--- config.mk ---
export PLATFORM = sky130hd
export DESIGN_NAME = joypad_poll_ctrl_flat
export DESIGN_NICKNAME = d
export VERILOG_FILES = /design/src/rtl/joypad_pkg.sv /design/src/rtl/joypad_poll_ctrl_if.sv /design/src/rtl/joypad_shift_capture.sv /design/src/rtl/joypad_poll_ctrl.sv /design/src/flat_wrapper.sv
export SDC_FILE = /design/constraint.sdc
export NUM_CORES = 1
export LEC_CHECK = 0
export ABC_AREA = 1
export BUFFER_PORTS_ARGS = -buffer_cell sky130_fd_sc_hd__buf_4
export CAP_MARGIN = 40
export CORE_MARGIN = 10
export CORE_UTILIZATION = 51
export DETAILED_ROUTE_END_ITERATION = 16
export PLACE_DENSITY = 0.79
export RECOVER_POWER = 50
export SLEW_MARGIN = 20
export SYNTH_ARGS = -nofsm -noshare
export SYNTH_HDL_FRONTEND = slang
export SYNTH_SLANG_ARGS = --single-unit
--- constraint.sdc ---
create_clock -name i_clk -period 1.3 [get_ports i_clk]
set_input_delay 0.26 -clock i_clk [delete_from_list [all_inputs] [get_ports i_clk]]
set_output_delay 0.26 -clock i_clk [all_outputs]
set_load 0.02 [all_outputs]
--- src/rtl/joypad_pkg.sv ---
// Shared types and constants for the joypad polling controller: FSM states,
// button bit positions and default timing.
package joypad_pkg;

  typedef enum logic [2:0] {
    ST_IDLE    = 3'd0,
    ST_STROBE  = 3'd1,
    ST_BIT_HI  = 3'd2,
    ST_BIT_LO  = 3'd3,
    ST_COMPARE = 3'd4,
    ST_FINISH  = 3'd5
  } state_e;

  localparam int BTN_A      = 0;
  localparam int BTN_B      = 1;
  localparam int BTN_SELECT = 2;
  localparam int BTN_START  = 3;
  localparam int BTN_UP     = 4;
  localparam int BTN_DOWN   = 5;
  localparam int BTN_LEFT   = 6;
  localparam int BTN_RIGHT  = 7;

  localparam int PAD_W = 8;

  localparam int DEF_STROBE_CYCLES = 12;
  localparam int DEF_BIT_CYCLES    = 24;
  localparam int DEF_PULSE_CYCLES  = 6;
  localparam int DEF_NUM_BITS      = 8;
  localparam int DEF_MAX_RETRY     = 2;

  function automatic int max_int(input int a, input int b);
    return (a > b) ? a : b;
  endfunction

endpackage

--- src/rtl/joypad_poll_ctrl_if.sv ---
// System/connector-side signal bundle of the joypad polling controller.
interface joypad_poll_ctrl_if;
  import joypad_pkg::*;

  logic             start;
  logic [1:0]       port_mask;
  logic             p1_d0;
  logic             p2_d0;
  logic             out0;
  logic             noe1;
  logic             noe2;
  logic [PAD_W-1:0] pad1;
  logic [PAD_W-1:0] pad2;
  logic             busy;
  logic             done;
  logic             valid;
  logic             mismatch;

  modport slave (
    input  start, port_mask, p1_d0, p2_d0,
    output out0, noe1, noe2, pad1, pad2, busy, done, valid, mismatch
  );

  modport master (
    output start, port_mask, p1_d0, p2_d0,
    input  out0, noe1, noe2, pad1, pad2, busy, done, valid, mismatch
  );

endinterface

--- src/rtl/joypad_shift_capture.sv ---
// Per-port shadow shift register (pressed=1, bit0 first) plus, with
// POLL_DOUBLE_READ_EN, a copy of the first pass for comparison.
module joypad_shift_capture
  import joypad_pkg::*;
(
  input  logic             i_clk,
  input  logic             i_rst_n,
  input  logic             i_shift,
  input  logic             i_d0,
`ifdef POLL_DOUBLE_READ_EN
  input  logic             i_copy,
  output logic             o_match_next,
`endif
  output logic [PAD_W-1:0] o_shadow_next
);

  logic [PAD_W-1:0] r_shadow;
  logic [PAD_W-1:0] w_shadow_next;

  // Connector data is active-low; the shadow stores 1=pressed.
  assign w_shadow_next = i_shift ? {~i_d0, r_shadow[PAD_W-1:1]} : r_shadow;
  assign o_shadow_next = w_shadow_next;

  // NOTE: sequential state uses non-blocking assignments so every register
  // samples pre-edge values regardless of statement order.
  always_ff @(posedge i_clk or negedge i_rst_n) begin
    if (!i_rst_n) r_shadow <= '0;
    else          r_shadow <= w_shadow_next;
  end

`ifdef POLL_DOUBLE_READ_EN
  logic [PAD_W-1:0] r_copy;

  always_ff @(posedge i_clk or negedge i_rst_n) begin
    if (!i_rst_n)    r_copy <= '0;
    else if (i_copy) r_copy <= w_shadow_next;
  end

  // Compared against the value the shadow takes at this edge, so the final
  // bit of pass 2 is included without an extra cycle.
  assign o_match_next = (w_shadow_next == r_copy);
`endif

endmodule

--- src/rtl/joypad_poll_ctrl.sv ---
// Autonomous two-port joypad poller: strobe, clock NUM_BITS bits, publish pads.
// Optional POLL_DOUBLE_READ_EN: read each attempt twice and retry on mismatch.
module joypad_poll_ctrl
  import joypad_pkg::*;
#(
  parameter int STROBE_CYCLES = DEF_STROBE_CYCLES,
  parameter int BIT_CYCLES    = DEF_BIT_CYCLES,
  parameter int PULSE_CYCLES  = DEF_PULSE_CYCLES,
  parameter int NUM_BITS      = DEF_NUM_BITS
`ifdef POLL_DOUBLE_READ_EN
  ,
  parameter int MAX_RETRY     = DEF_MAX_RETRY
`endif
)
(
  input  logic               i_clk,
  input  logic               i_rst_n,
  joypad_poll_ctrl_if.slave  io_bus
);

  localparam int CNT_W = $clog2(max_int(STROBE_CYCLES, BIT_CYCLES) + 1);
  localparam logic [CNT_W-1:0] STROBE_LAST = CNT_W'(STROBE_CYCLES - 1);
  localparam logic [CNT_W-1:0] HI_LAST     = CNT_W'(BIT_CYCLES - PULSE_CYCLES - 1);
  localparam logic [CNT_W-1:0] PULSE_LAST  = CNT_W'(PULSE_CYCLES - 1);
  localparam logic [2:0]       BIT_LAST    = 3'(NUM_BITS - 1);

  state_e           r_state, w_state_next;
  logic [CNT_W-1:0] r_cnt, w_cnt_next;
  logic [2:0]       r_bit, w_bit_next;
  logic [1:0]       r_mask, w_mask_next;
  logic             w_shift;
  logic [PAD_W-1:0] w_sh1_next, w_sh2_next;

  logic             r_out0, r_noe1, r_noe2, r_busy, r_done, r_valid;
  logic [PAD_W-1:0] r_pad1, r_pad2;

  assign w_shift = (r_state == ST_BIT_LO) && (r_cnt == PULSE_LAST);

`ifdef POLL_DOUBLE_READ_EN
  localparam int ATT_W = $clog2(max_int(MAX_RETRY, 1) + 1);
  localparam logic [ATT_W-1:0] ATT_LAST = ATT_W'(MAX_RETRY);

  logic             r_pass, w_pass_next;
  logic [ATT_W-1:0] r_attempt, w_attempt_next;
  logic             w_copy, w_match1, w_match2, w_match;
  logic             r_mismatch;

  assign w_copy  = w_shift && (r_bit == BIT_LAST) && !r_pass;
  // Disabled ports never cause a retry.
  assign w_match = (!r_mask[0] || w_match1) && (!r_mask[1] || w_match2);
`endif

  joypad_shift_capture u_cap1 (
    .i_clk         (i_clk),
    .i_rst_n       (i_rst_n),
    .i_shift       (w_shift),
    .i_d0          (io_bus.p1_d0),
`ifdef POLL_DOUBLE_READ_EN
    .i_copy        (w_copy),
    .o_match_next  (w_match1),
`endif
    .o_shadow_next (w_sh1_next)
  );

  joypad_shift_capture u_cap2 (
    .i_clk         (i_clk),
    .i_rst_n       (i_rst_n),
    .i_shift       (w_shift),
    .i_d0          (io_bus.p2_d0),
`ifdef POLL_DOUBLE_READ_EN
    .i_copy        (w_copy),
    .o_match_next  (w_match2),
`endif
    .o_shadow_next (w_sh2_next)
  );

  // NOTE: every signal assigned here gets a default first, so no path can
  // leave it unassigned and infer a latch.
  always_comb begin
    w_state_next = r_state;
    w_cnt_next   = r_cnt;
    w_bit_next   = r_bit;
    w_mask_next  = r_mask;
`ifdef POLL_DOUBLE_READ_EN
    w_pass_next    = r_pass;
    w_attempt_next = r_attempt;
`endif
    case (r_state)
      ST_IDLE, ST_FINISH: begin
        w_state_next = ST_IDLE;
        if (io_bus.start) begin
          w_state_next = ST_STROBE;
          w_cnt_next   = '0;
          w_mask_next  = io_bus.port_mask;
`ifdef POLL_DOUBLE_READ_EN
          w_pass_next    = 1'b0;
          w_attempt_next = '0;
`endif
        end
      end
      ST_STROBE: begin
        w_cnt_next = r_cnt + CNT_W'(1);
        if (r_cnt == STROBE_LAST) begin
          w_state_next = ST_BIT_HI;
          w_cnt_next   = '0;
          w_bit_next   = '0;
        end
      end
      ST_BIT_HI: begin
        w_cnt_next = r_cnt + CNT_W'(1);
        if (r_cnt == HI_LAST) begin
          w_state_next = ST_BIT_LO;
          w_cnt_next   = '0;
        end
      end
      ST_BIT_LO: begin
        w_cnt_next = r_cnt + CNT_W'(1);
        if (r_cnt == PULSE_LAST) begin
          w_cnt_next = '0;
          if (r_bit == BIT_LAST) begin
`ifdef POLL_DOUBLE_READ_EN
            if (!r_pass) begin
              w_state_next = ST_STROBE;
              w_pass_next  = 1'b1;
            end else if (w_match) begin
              w_state_next = ST_FINISH;
            end else begin
              w_state_next = ST_COMPARE;
            end
`else
            w_state_next = ST_FINISH;
`endif
          end else begin
            w_state_next = ST_BIT_HI;
            w_bit_next   = r_bit + 3'd1;
          end
        end
      end
`ifdef POLL_DOUBLE_READ_EN
      ST_COMPARE: begin
        if (r_attempt == ATT_LAST) begin
          w_state_next = ST_FINISH;
        end else begin
          w_state_next   = ST_STROBE;
          w_cnt_next     = '0;
          w_pass_next    = 1'b0;
          w_attempt_next = r_attempt + ATT_W'(1);
        end
      end
`endif
      default: w_state_next = ST_IDLE;
    endcase
  end

  always_ff @(posedge i_clk or negedge i_rst_n) begin
    if (!i_rst_n) begin
      r_state <= ST_IDLE;
      r_cnt   <= '0;
      r_bit   <= '0;
      r_mask  <= '0;
    end else begin
      r_state <= w_state_next;
      r_cnt   <= w_cnt_next;
      r_bit   <= w_bit_next;
      r_mask  <= w_mask_next;
    end
  end

`ifdef POLL_DOUBLE_READ_EN
  always_ff @(posedge i_clk or negedge i_rst_n) begin
    if (!i_rst_n) begin
      r_pass     <= 1'b0;
      r_attempt  <= '0;
      r_mismatch <= 1'b0;
    end else begin
      r_pass     <= w_pass_next;
      r_attempt  <= w_attempt_next;
      r_mismatch <= (r_state == ST_COMPARE) && (w_state_next == ST_FINISH);
    end
  end

  assign io_bus.mismatch = r_mismatch;
`else
  assign io_bus.mismatch = 1'b0;
`endif

  // Outputs are registered from the next state so they line up with it.
  always_ff @(posedge i_clk or negedge i_rst_n) begin
    if (!i_rst_n) begin
      r_out0  <= 1'b0;
      r_noe1  <= 1'b1;
      r_noe2  <= 1'b1;
      r_busy  <= 1'b0;
      r_done  <= 1'b0;
      r_valid <= 1'b0;
      r_pad1  <= '0;
      r_pad2  <= '0;
    end else begin
      r_out0 <= (w_state_next == ST_STROBE);
      r_noe1 <= !((w_state_next == ST_BIT_LO) && r_mask[0]);
      r_noe2 <= !((w_state_next == ST_BIT_LO) && r_mask[1]);
      r_busy <= (w_state_next != ST_IDLE) && (w_state_next != ST_FINISH);
      r_done <= (w_state_next == ST_FINISH);
      if (w_state_next == ST_FINISH) begin
        r_valid <= 1'b1;
        if (r_mask[0]) r_pad1 <= w_sh1_next;
        if (r_mask[1]) r_pad2 <= w_sh2_next;
      end
    end
  end

  assign io_bus.out0  = r_out0;
  assign io_bus.noe1  = r_noe1;
  assign io_bus.noe2  = r_noe2;
  assign io_bus.busy  = r_busy;
  assign io_bus.done  = r_done;
  assign io_bus.valid = r_valid;
  assign io_bus.pad1  = r_pad1;
  assign io_bus.pad2  = r_pad2;

endmodule

--- src/flat_wrapper.sv ---
// flat-port wrapper written by rule: the top's interface ports become plain ports
module joypad_poll_ctrl_flat import joypad_pkg::*;
#(
  parameter int STROBE_CYCLES = DEF_STROBE_CYCLES,
  parameter int BIT_CYCLES    = DEF_BIT_CYCLES,
  parameter int PULSE_CYCLES  = DEF_PULSE_CYCLES,
  parameter int NUM_BITS      = DEF_NUM_BITS

)
  (i_clk, i_rst_n, io_bus_start, io_bus_port_mask, io_bus_p1_d0, io_bus_p2_d0, io_bus_out0, io_bus_noe1, io_bus_noe2, io_bus_pad1, io_bus_pad2, io_bus_busy, io_bus_done, io_bus_valid, io_bus_mismatch);
  joypad_poll_ctrl_if io_bus_i ();
  input  logic i_clk;
  input  logic i_rst_n;
  input wire logic [$bits(io_bus_i.start)-1:0] io_bus_start;
  input wire logic [$bits(io_bus_i.port_mask)-1:0] io_bus_port_mask;
  input wire logic [$bits(io_bus_i.p1_d0)-1:0] io_bus_p1_d0;
  input wire logic [$bits(io_bus_i.p2_d0)-1:0] io_bus_p2_d0;
  output wire logic [$bits(io_bus_i.out0)-1:0] io_bus_out0;
  output wire logic [$bits(io_bus_i.noe1)-1:0] io_bus_noe1;
  output wire logic [$bits(io_bus_i.noe2)-1:0] io_bus_noe2;
  output wire logic [$bits(io_bus_i.pad1)-1:0] io_bus_pad1;
  output wire logic [$bits(io_bus_i.pad2)-1:0] io_bus_pad2;
  output wire logic [$bits(io_bus_i.busy)-1:0] io_bus_busy;
  output wire logic [$bits(io_bus_i.done)-1:0] io_bus_done;
  output wire logic [$bits(io_bus_i.valid)-1:0] io_bus_valid;
  output wire logic [$bits(io_bus_i.mismatch)-1:0] io_bus_mismatch;
  assign io_bus_i.start = io_bus_start;
  assign io_bus_i.port_mask = io_bus_port_mask;
  assign io_bus_i.p1_d0 = io_bus_p1_d0;
  assign io_bus_i.p2_d0 = io_bus_p2_d0;
  assign io_bus_out0 = io_bus_i.out0;
  assign io_bus_noe1 = io_bus_i.noe1;
  assign io_bus_noe2 = io_bus_i.noe2;
  assign io_bus_pad1 = io_bus_i.pad1;
  assign io_bus_pad2 = io_bus_i.pad2;
  assign io_bus_busy = io_bus_i.busy;
  assign io_bus_done = io_bus_i.done;
  assign io_bus_valid = io_bus_i.valid;
  assign io_bus_mismatch = io_bus_i.mismatch;
  joypad_poll_ctrl #(.STROBE_CYCLES(STROBE_CYCLES), .BIT_CYCLES(BIT_CYCLES), .PULSE_CYCLES(PULSE_CYCLES), .NUM_BITS(NUM_BITS)) u_core (.i_clk(i_clk), .i_rst_n(i_rst_n), .io_bus(io_bus_i));
endmodule
== After elaboration in Yosys (flattened, before gate mapping) ==
Cells that the tools add are included.
Storage, ports and cells
  register bits: 51
Operators by class
  $add $sub $neg: 2
  equality and inequality tests: 16
  muxes and demuxes: 17
  bitwise gates (word level): 2
  reductions and logical operators: 16
Operators by type and width (count)
  3-bit 2-to-1 mux: 7
  5-bit 2-to-1 mux: 4
  5-bit one-hot mux with 4 select lines: 1
  8-bit 2-to-1 mux: 2
  3-bit one-hot mux with 4 select lines: 1
  3-bit by 2-bit equality test with 1-bit output, second input constant: 3
  3-bit equality test, second input constant: 3
  2-bit AND reduction: 4
  3-bit by 1-bit equality test with 1-bit output, second input constant: 2
  2-bit inequality test, second input constant: 3
  3-bit one-hot mux with 2 select lines: 1
  5-bit by 1-bit adder with 5-bit output, second input constant: 1
  5-bit by 3-bit equality test with 1-bit output, second input constant: 1
  5-bit by 4-bit equality test with 1-bit output, second input constant: 1
  5-bit equality test, second input constant: 1
  1-bit logical AND: 4
  4-bit AND reduction: 1
  4-bit nonzero test: 1
  3-bit by 1-bit adder with 3-bit output, second input constant: 1
  3-bit zero test: 1
  3-bit inequality test, second input constant: 1
  3-bit nonzero test: 1
  1-bit zero test: 2
  2-bit by 1-bit inequality test with 1-bit output, second input constant: 1
  other kinds (4): 5

== Longest topological paths before layout ==
Gate-level depths: netlist (run 1).
  depth in word-level cells: 7
  depth in mapped cells: 11

== Hierarchy ==
A second synthesis (run 1) with hierarchy kept.
Second synthesis, totals
  cells, all modules: 280
  area, all modules: 2326.0 um^2
Modules (own cells, without submodules)
  joypad_poll_ctrl: times used 1, cells an instance 210, area each 1707.9 um^2, seq. area each 878.3 um^2
  joypad_shift_capture: times used 2, cells an instance 35, area each 309.0 um^2, seq. area each 200.2 um^2

== Worst setup path after synthesis (run 1) ==
Ideal clock, no wire load.
  kind: register to register
  from: reg u_core.r_bit[0]
  to: reg u_core.r_pad1[7] (netlist: u_core.io_bus.pad1[7])
  arrival time: 1.358 ns
  required time: 1.235 ns
  setup slack: -0.123 ns
  cell stages (with the launch flop): 9
  buffers on the path: 0
  cell sequence: dfrtp_1 -> ha_1 -> ha_1 -> inv_2 -> nor2_2 -> nand3_4 -> inv_2 -> nand2_1 -> nand2_1
Between the ends
  cells in the longest elaborated chain, start to end: 6
RTL lines
  start, declared: RTL line joypad_poll_ctrl.sv:29  | logic [2:0] r_bit, w_bit_next;
  start signal, assigned: RTL line joypad_poll_ctrl.sv:164  | r_bit <= w_bit_next;
  3-bit equality test: RTL line joypad_poll_ctrl.sv:120  | if (r_bit == BIT_LAST) begin
  3-bit 2-to-1 mux: RTL line joypad_poll_ctrl.sv:120
  3-bit 2-to-1 mux: RTL line joypad_poll_ctrl.sv:118  | if (r_cnt == PULSE_LAST) begin
  3-bit one-hot mux with 4 select lines: RTL line joypad_poll_ctrl.sv:88  | case (r_state)
  3-bit equality test: RTL line joypad_poll_ctrl.sv:204  | if (w_state_next == ST_FINISH) begin
  2-bit AND reduction (no source line)
  end signal, assigned: RTL line joypad_poll_ctrl.sv:206  | if (r_mask[0]) r_pad1 <= w_sh1_next;
  end, declared: RTL line joypad_poll_ctrl.sv:35  | logic [PAD_W-1:0] r_pad1, r_pad2;
Every way passes these cells.
A chain may end at the register's enable or synchronous reset.

== Worst setup path after layout (run 1) ==
  from: reg u_core.r_cnt[1]
  to: reg u_core.r_pad1[5] (netlist: u_core.io_bus.pad1[5])
Between the ends
  elaborated cells between the ends (all ways): 11
RTL lines
  start, declared: RTL line joypad_poll_ctrl.sv:28  | logic [CNT_W-1:0] r_cnt, w_cnt_next;
  start signal, assigned: RTL line joypad_poll_ctrl.sv:163  | r_cnt <= w_cnt_next;
  5-bit by 3-bit equality test with 1-bit output: RTL line joypad_poll_ctrl.sv:37  | assign w_shift = (r_state == ST_BIT_LO) && (r_cnt == PULSE_LAST);
  1-bit logical AND: RTL line joypad_poll_ctrl.sv:37
  8-bit 2-to-1 mux: RTL line joypad_shift_capture.sv:21  | assign w_shadow_next = i_shift ? {~i_d0, r_shadow[PAD_W-1:1]} : r_shadow;
  via u_core.u_cap1.o_shadow_next[5]: RTL line joypad_shift_capture.sv:14  | output logic [PAD_W-1:0] o_shadow_next
The timed path passes the listed nets, and every way through them passes these cells.

==> results.md, run 1 <==
- Setup violators final: 49
- DIE AREA: 0.007681 sq mm
- Drt drc: 0
- Vias in the first global route: 1,836
- Clock share of power: 0.368
- Worst vdd ir: 0.5033 mV
- CP endpoint kind: flop
- Global Route Usage Sum: 0.1344
- CTS Root Cell: clkbuf_8
- Pint: 2.043 mW
- Number of I/O port buffers: 28
- Antenna violations before repair: 0
- Clock Latency Late Sink: 0.31 ns
- Worst Setup Start Kind: flop
- Final period utilization: 1.146
- NumNets Final: 339
- FF-to-FF Start: u_core.r_cnt[1]$_DFFE_PN0P_
- Final min period: 1.490 ns
- Status: finished, violations left
- Syn avg cell area: 8.773 sq um
- Share of cells above drive strength 1: 0.3769
- Pwr Total: 2.613 mW
- Post-DRT Antenna Nets: 0
- Worst reg2reg path endpoint: u_core.io_bus.pad1[5]$_DFFE_PN0P_
- H-Tree Depth: 2
- Hold EP: u_core.u_cap1.r_shadow[7]$_DFF_PN0_
- Congestion Overflow GR: 0
- Slew Viols, Final: 0
- Ant. Diodes: 0
- Area Growth Syn to Fin: 30.99%
- Sw Ratio: 0.2180
- Initial Utilization: 0.5322
- CP Max Fanout: 7
- Filler cell count: 329
- First-pass GRT wire length: 8.335 mm
- CTS tree: done
- Req. time, crit path: 1.55 ns
- Hold depth: 2
- Routed vias/inst: 4.987
- Crit path DAT: 1.74 ns
- Seq/Total Area, Yosys: 0.5480
- Syn_nets: 277
- Layout Skew: 0.01018 ns
- NetSw: 0.5696 mW
- F_max: 671.2 MHz
- Num ports: 30
- Crit Path Class: flop to flop
- Max-cap violation count: 0
- Total CTS buffers: 5
- Yosys cell types: 25
- Standby leakage power: 1.643 nW
- Clock Sinks: 51
- Combinational share of power: 0.023
- Largest net degree at the start of global routing: 24
- Drt total wl: 5.199 mm
- CORE AREA: 0.004384 sq mm
- Warnings, synthesis: 0
- Die Y: 87.64 um
- Worst reg-to-reg path cell count: 11
- Cell Area, Synth: 0.002333 sq mm
- R2r setup slk: -0.19 ns
- Setup WS pre-CTS: -0.1760 ns
- Final HPWL DP: 3.580 mm
- Via count: 1,900
- WL per Instance: 13.65 um
- Flip-flop and latch count after synthesis: 51
- Worst-path clk slew: 0.09 ns
- Failing checks: setup timing
- Clock buffer depth: 2
- Worst Slack Setup Final: -0.1898 ns
- Pwr Density: 854.9 mW/mm^2
- Gpl congestion: 0.8645
- Sequential Power Share: 0.609
- Initial DRC count: 91
- Die width: 87.64 um
- Type of the worst min-delay path: primary input to flop
- Final hold vios: 0
- Hold_sp: io_bus_p1_d0
- RSZ-0062 raised after global routing: true
- Pre-Repair DR Iteration Count: 4
- Mapped Cells: 266
- Num rows: 24
-- final cells by class --
type,instances,area (sq um),share of cell area
Tap cell,52,65.06,0.02129
Multi-Input combinational cell,190,1067,0.3492
Inverter,22,95.09,0.03111
Timing Repair Buffer,58,454.2,0.1486
Clock buffer,6,82.58,0.02702
Clock inverter,2,13.76,0.004503
Sequential cell,51,1279,0.4183
-- repair_timing --
item / 4_1_cts / 5_1_grt
hold buffers: 1 / 0
setup endpoints to repair: 48 / 51
pin swaps: 1 / 5
buffers inserted: 2 / 4
resized for setup: 14 / 24
cloned: 1 / 1
endpoints found under the hold margin: 16 / 0
-- synthesized netlist by cell type (all sizes together) --
cell type  count  share of area
xnor2          1         0.0038
o21ai          7          0.015
or2            1         0.0027
nand2        134           0.23
conb           1         0.0016
inv           22          0.035
nand3         21          0.063
dfrtp         49           0.53
nor2          13          0.039
a21oi          1         0.0021
ha             4          0.021
buf            5          0.021
dfstp          2          0.023
nand4          4          0.011
xor2           1         0.0038
-- stage by stage --
stage	utilization	setup TNS [ns]	hold WS (ns)	instances	cell area (sq um)
6_report	0.6972	-5.754	0.1282	381	3057
5_1_grt	0.6972	-10.92	0.1228	381	3057
4_1_cts	0.6732	-4.666	0.1219	376	2952
3_5_place_dp	0.6313	-4.679	0.1487	364	2768
3_3_place_gp	0.6313	-2.525	0.1478	364	2768
2_1_floorplan	-	-1.344	-0.03559	266	2356
-- cell families after synthesis --
family,Yosys count,share of synthesized area
flops,51,0.5480
fa+ha+maj,4,0.02145
other cells,1,0.001607
simple gates,173,0.3480
xor+xnor,2,0.007508
buf+inv,27,0.05630
compound gates,8,0.01715
-- power by group through the flow --
| stage | clock network, mW | registers [mW] | logic (mW) |
|---|---|---|---|
| 6_report | 0.962 | 1.59 | 0.0613 |
| 5_1_grt | 1.05 | 1.59 | 0.0706 |
| 3_5_place_dp | 0 | 1.62 | 0.0653 |
| 4_1_cts | 0.980 | 1.59 | 0.0700 |
| 2_1_floorplan | 0 | 1.62 | 0.00947 |
| 3_3_place_gp | 0 | 1.62 | 0.0639 |
-- critical path, stage by stage (launching register included) --
cell	delay, ns
dfrtp_1	0.40
inv_1	0.07
ha_2	0.17
nand2_2	0.07
inv_4	0.08
nand2_4	0.07
nor2_8	0.16
buf_6	0.15
nand2_1	0.06
nand2_2	0.08
nand2_1	0.07
nand2_1	0.05
-- placed cells by master, fill, tap and decap left out, types with 5 or more instances in the layout --
master,netlist,routed
nand2_1,120,110
buf_4,2,50
dfrtp_1,49,49
nand2_2,13,23
inv_1,17,13
nand3_1,17,11
nor2_1,8,8
nand3_2,1,8
inv_2,5,6
clkbuf_8,0,6
buf_6,3,5
-- sequential cells by signal (all words and copies together), names as in the netlist, 2 cells and up --
register / flops
u_core.io_bus.pad1: 8
u_core.io_bus.pad2: 8
u_core.u_cap1.r_shadow: 8
u_core.u_cap2.r_shadow: 8
u_core.r_cnt: 5
u_core.r_bit: 3
u_core.r_state: 3
u_core.r_mask: 2
-- metal layers --
metal | vias to the layer above | track usage | part of all wire | wire (um)
met5 | - | 0 | 0 | 0
met4 | 0 | 0.05362 | 0.020 | 103
met3 | 9 | 0.04271 | 0.054 | 282
met2 | 35 | 0.2149 | 0.48 | 2514
met1 | 904 | 0.1646 | 0.44 | 2299
li1 | 952 | - | - | -
-- how the worst max path moves through the flow --
stage                                start                                 to  slack [ns]  cells after the start
2_1_floorplan  u_core.r_cnt[1]$_DFFE_PN0P_  u_core.io_bus.pad1[2]$_DFFE_PN0P_       -0.09                     11
3_3_place_gp   u_core.r_cnt[1]$_DFFE_PN0P_        u_core.r_cnt[1]$_DFFE_PN0P_       -0.12                     12
3_5_place_dp   u_core.r_cnt[1]$_DFFE_PN0P_  u_core.io_bus.pad2[0]$_DFFE_PN0P_       -0.18                     11
4_1_cts        u_core.r_cnt[1]$_DFFE_PN0P_        u_core.r_cnt[1]$_DFFE_PN0P_       -0.17                     12
5_1_grt        u_core.r_cnt[1]$_DFFE_PN0P_  u_core.io_bus.pad1[6]$_DFFE_PN0P_       -0.31                     10
6_report       u_core.r_cnt[1]$_DFFE_PN0P_  u_core.io_bus.pad1[5]$_DFFE_PN0P_       -0.19                     11
(Power assumes the default switching activity.)
==> run 2, diff against run 1 <==
--- a/config.mk
+++ b/config.mk
@@ -5,13 +5,12 @@
 export SDC_FILE = /design/constraint.sdc
 export NUM_CORES = 1
 export LEC_CHECK = 0
-export ABC_AREA = 1
 export BUFFER_PORTS_ARGS = -buffer_cell sky130_fd_sc_hd__buf_4
 export CAP_MARGIN = 40
 export CORE_MARGIN = 10
 export CORE_UTILIZATION = 51
 export DETAILED_ROUTE_END_ITERATION = 16
-export PLACE_DENSITY = 0.79
+export PLACE_DENSITY = 0.8
 export RECOVER_POWER = 50
 export SLEW_MARGIN = 20
 export SYNTH_ARGS = -nofsm -noshare
==> run 2 against run 1 <==
Compared with the run above:
- the flow still finishes with violations (setup timing)
- largest power group unchanged
- routed wire length grew 4.9%
- first-iteration DRC count fell by 26%
- via count decreased by 17%
- clock skew down 0.0039 ns
- critical path type unchanged
- critical endpoint is now u_core.io_bus.pad1[7]$_DFFE_PN0P_
==> results.md, run 2 <==
- Status: finished, violations left
- Failing checks: setup timing
- CP Capture Point: u_core.io_bus.pad1[7]$_DFFE_PN0P_
- Crit. Startpoint: u_core.r_cnt[1]$_DFFE_PN0P_
- Initial Utilization: 0.5378 (+0.005525)
- Max-cap violation count: 0 (unchanged)
- FF-to-FF Start: u_core.r_cnt[1]$_DFFE_PN0P_
- CP Max Fanout: 8 (+1)
- Antenna violations before repair: 0 (unchanged)
- Seq/Total Area, Yosys: 0.5860 (+0.03802)
- Clock Latency Late Sink: 0.31 ns (about the same)
- Final HPWL DP: 3.403 mm (-5.0%)
- Worst path slowest cell: dfrtp_1
- Placed cells: 265 (-27%)
- First-pass GRT wire length: 8.604 mm (+3.2%)
- Warnings, synthesis: 0 (unchanged)
- Yosys top cell area share: 0.5619 (+0.03646)
- Req. time, crit path: 1.50 ns (-0.05 ns)
- Yosys cell types: 39 (+56%)
- Cell Area, Synth: 0.002182 sq mm (-6.5%)
- Standby leakage power: 1.499 nW (-8.7%)
- Pwr Density: 813.9 mW/mm^2 (-4.8%)
- Post-Route Setup TNS: -23.39 ns (-17.64 ns)
- Finished Layout Cells: 287 (-25%)
- Drt drc: 0 (unchanged)
- Worst Slack Setup Final: -0.6892 ns (-0.4994 ns)
- Flip-flop and latch count after synthesis: 51 (unchanged)
- Count leader, synth: dfrtp_1
- Post-synth ARST share: 1.000 (unchanged)
- Total CTS buffers: 5 (unchanged)
- Hold Worst Slack: 0.1767 ns (+0.04851 ns)
- Drt total wl: 5.453 mm (+4.9%)
- DIE AREA: 0.007295 sq mm (-5.0%)
- Post-synth top area cell: dfrtp_1
- Congestion Overflow GR: 0 (unchanged)
- Ant. Diodes: 0 (unchanged)
- Count of flip-flops with a built-in enable after synthesis: 0 (unchanged)
- Largest net degree at the start of global routing: 52 (+120%)
- Vias in the first global route: 1,792 (-2.4%)
- F_max: 502.7 MHz (-25%)
- Num ports: 30 (unchanged)
- Final period utilization: 1.530 (+0.3842)
- Gpl congestion: 0.9244 (+6.9%)
- Post-DRT Antenna Nets: 0 (unchanged)
- Syn_nets: 169 (-39%)
- Worst-path clk slew: 0.09 ns (about the same)
- Synth top cells by count: dfrtp_1, mux2_2, mux2_4, nand2_1
- Top area cells in the synthesized netlist: dfrtp_1, mux2_2, mux2_4
- Placed inst area: 0.002675 sq mm (-3.3%)
- Mapped Cells: 158 (-41%)
- CP max stage delay: 0.41 ns (about the same)
- Area Growth Syn to Fin: 43.75%
- Pwr Total: 2.553 mW (-2.3%)
- CTS tree: done
- Share of cells above drive strength 1: 0.6118 (+0.2349)
- Global Route Usage Sum: 0.1448 (+0.01034)
- Worst vdd ir: 0.6605 mV (+31%)
- Util after Layout: 0.7731 (+0.07585)
- Initial DRC count: 67 (-26%)
- Pre-Repair DR Iteration Count: 4 (unchanged)
- Commonest non-fill, non-tap cell in the layout: buf_4
- Final hold vios: 0 (unchanged)
- WL per Instance: 19.00 um (+39%)
- Num rows: 23 (-4.2%)
- CTS Root Cell: clkbuf_8
- Clock buffer depth: 2 (unchanged)
- CP endpoint kind: flop
- Clock Sinks: 51 (unchanged)
- Syn avg cell area: 13.81 sq um (+57%)
- Type of the worst min-delay path: primary input to flop
- Least-Margin Pin Slew: 0.6715 ns
- Most frequent cells in the layout: buf_4, dfrtp_1, mux2_2, buf_6, mux2_4
- H-Tree Depth: 2 (unchanged)
- Setup violators final: 51 (+4.1%)
- Worst-path cell chain: inv_2, ha_4, nand4bb_4, buf_4, nor4_4, buf_6, nand2_8, mux2_4
- Rel. slew slack: 0.5523
- Layout Skew: 0.006295 ns (-0.003884 ns)
- Fin area: 0.003137 sq mm (+2.6%)
- Slew Viols, Final: 0 (unchanged)
- Routed vias/inst: 5.495 (+10%)
- Final min period: 1.989 ns (+0.4994 ns)
- Worst reg-to-reg path cell count: 8 (-3)
- Die Y: 85.41 um (-2.5%)
- CORE AREA: 0.004058 sq mm (-7.4%)
- Filler cell count: 226 (-31%)
- Worst Setup Start Kind: flop
- Setup WS pre-CTS: -0.6515 ns (-0.4755 ns)
- Die width: 85.41 um (-2.5%)
- Crit Path Class: flop to flop
- Via count: 1,577 (-17%)
- Top FF cell, synth: dfrtp_1
- RSZ-0062 raised after global routing: true
- Worst reg2reg path endpoint: u_core.io_bus.pad1[7]$_DFFE_PN0P_
- Hold depth: 2 (unchanged)
- R2r setup slk: -0.69 ns (-0.50 ns)
- Number of I/O port buffers: 28 (unchanged)
- Crit path DAT: 2.19 ns (+0.45 ns)
- NumNets Final: 247 (-27%)
==> run 2: cell types whose count changed in the layout (fill, tap and decap cells not counted), sizes merged, moves of 3 or more <==
cell and change:
nand2 -127, nand3 -18, mux2 +33, nor2 -8, inv -17, buf +18, nand2b +5, o31ai +3
a22o +3
==> run 2: critical path: cells and delay by family (launching register included) <==
family,cells,cell delay (ns)
adder cells (fa/ha/maj),1,0.14
buffers and inverters,3,0.44
flip-flops,1,0.41
multiplexers,1,0.31
AND/OR/NAND/NOR,3,0.58
==> run 2: where the power goes <==
| group | leakage, nW | internal, mW | switching, mW | total [mW] |
|---|---|---|---|---|
| combinational | 0.803 | 0.0241 | 0.0427 | 0.0667 |
| clock | 0.0412 | 0.377 | 0.518 | 0.894 |
| sequential | 0.655 | 1.59 | 0.00374 | 1.59 |
| total | 1.50 | 1.99 | 0.564 | 2.55 |
==> run 2: worst min-delay path by stage <==
stage,slack (ns),start,endpoint
after floorplan,-0.04,i_rst_n,u_core.io_bus.busy$_DFF_PN0_
after global placement,0.30,i_rst_n,u_core.u_cap2.r_shadow[0]$_DFF_PN0_
after detailed placement,0.32,i_rst_n,u_core.u_cap2.r_shadow[1]$_DFF_PN0_
after CTS,0.17,io_bus_port_mask[0],u_core.r_mask[0]$_DFFE_PN0P_
after global routing,0.17,io_bus_port_mask[1],u_core.r_mask[1]$_DFFE_PN0P_
final,0.18,io_bus_port_mask[0],u_core.r_mask[0]$_DFFE_PN0P_
==> run 2: timing repair <==
action | 4_1_cts | 5_1_grt
setup buffers | 8 | 12
endpoints found under the setup margin | 51 | 51
hold buffers | 1 | 0
cloned | 0 | 0
pin swaps | 10 | 13
gates resized for setup | 40 | 20
endpoints found under the hold margin | 49 | 0
==> run 2: logic make-up after synthesis <==
group                    Yosys count  synth area share
flip-flops                        51            0.5860
AND/OR/NAND/NOR                   37            0.1055
multiplexers                      34            0.1869
AO/OA/AOI/OAI                     21           0.07053
adder cells (fa/ha/maj)            4           0.02294
buffers and inverters             10           0.02637
other                              1          0.001719
==> run 2: area by class of cell <==
cell class	instances	area [sq um]	area share
flip-flops and latches	51	1279	0.4077
multi-input cells	97	1074	0.3422
repair buffers	75	614.3	0.1959
clock buffers	6	72.57	0.02314
well taps	50	62.56	0.01994
inverters	6	22.52	0.007180
clock inverters	2	12.51	0.003989
==> run 2: per-layer routing <==
metal  wire length (um)  part of all wire  vias to the layer above  GRT usage
met5                  0                 0                        -          0
met4                175             0.032                        0    0.05389
met3                248             0.045                       16    0.04015
met2               2827              0.52                       40     0.2480
met1               2201              0.40                      793     0.1674
li1                   -                 -                      728          -
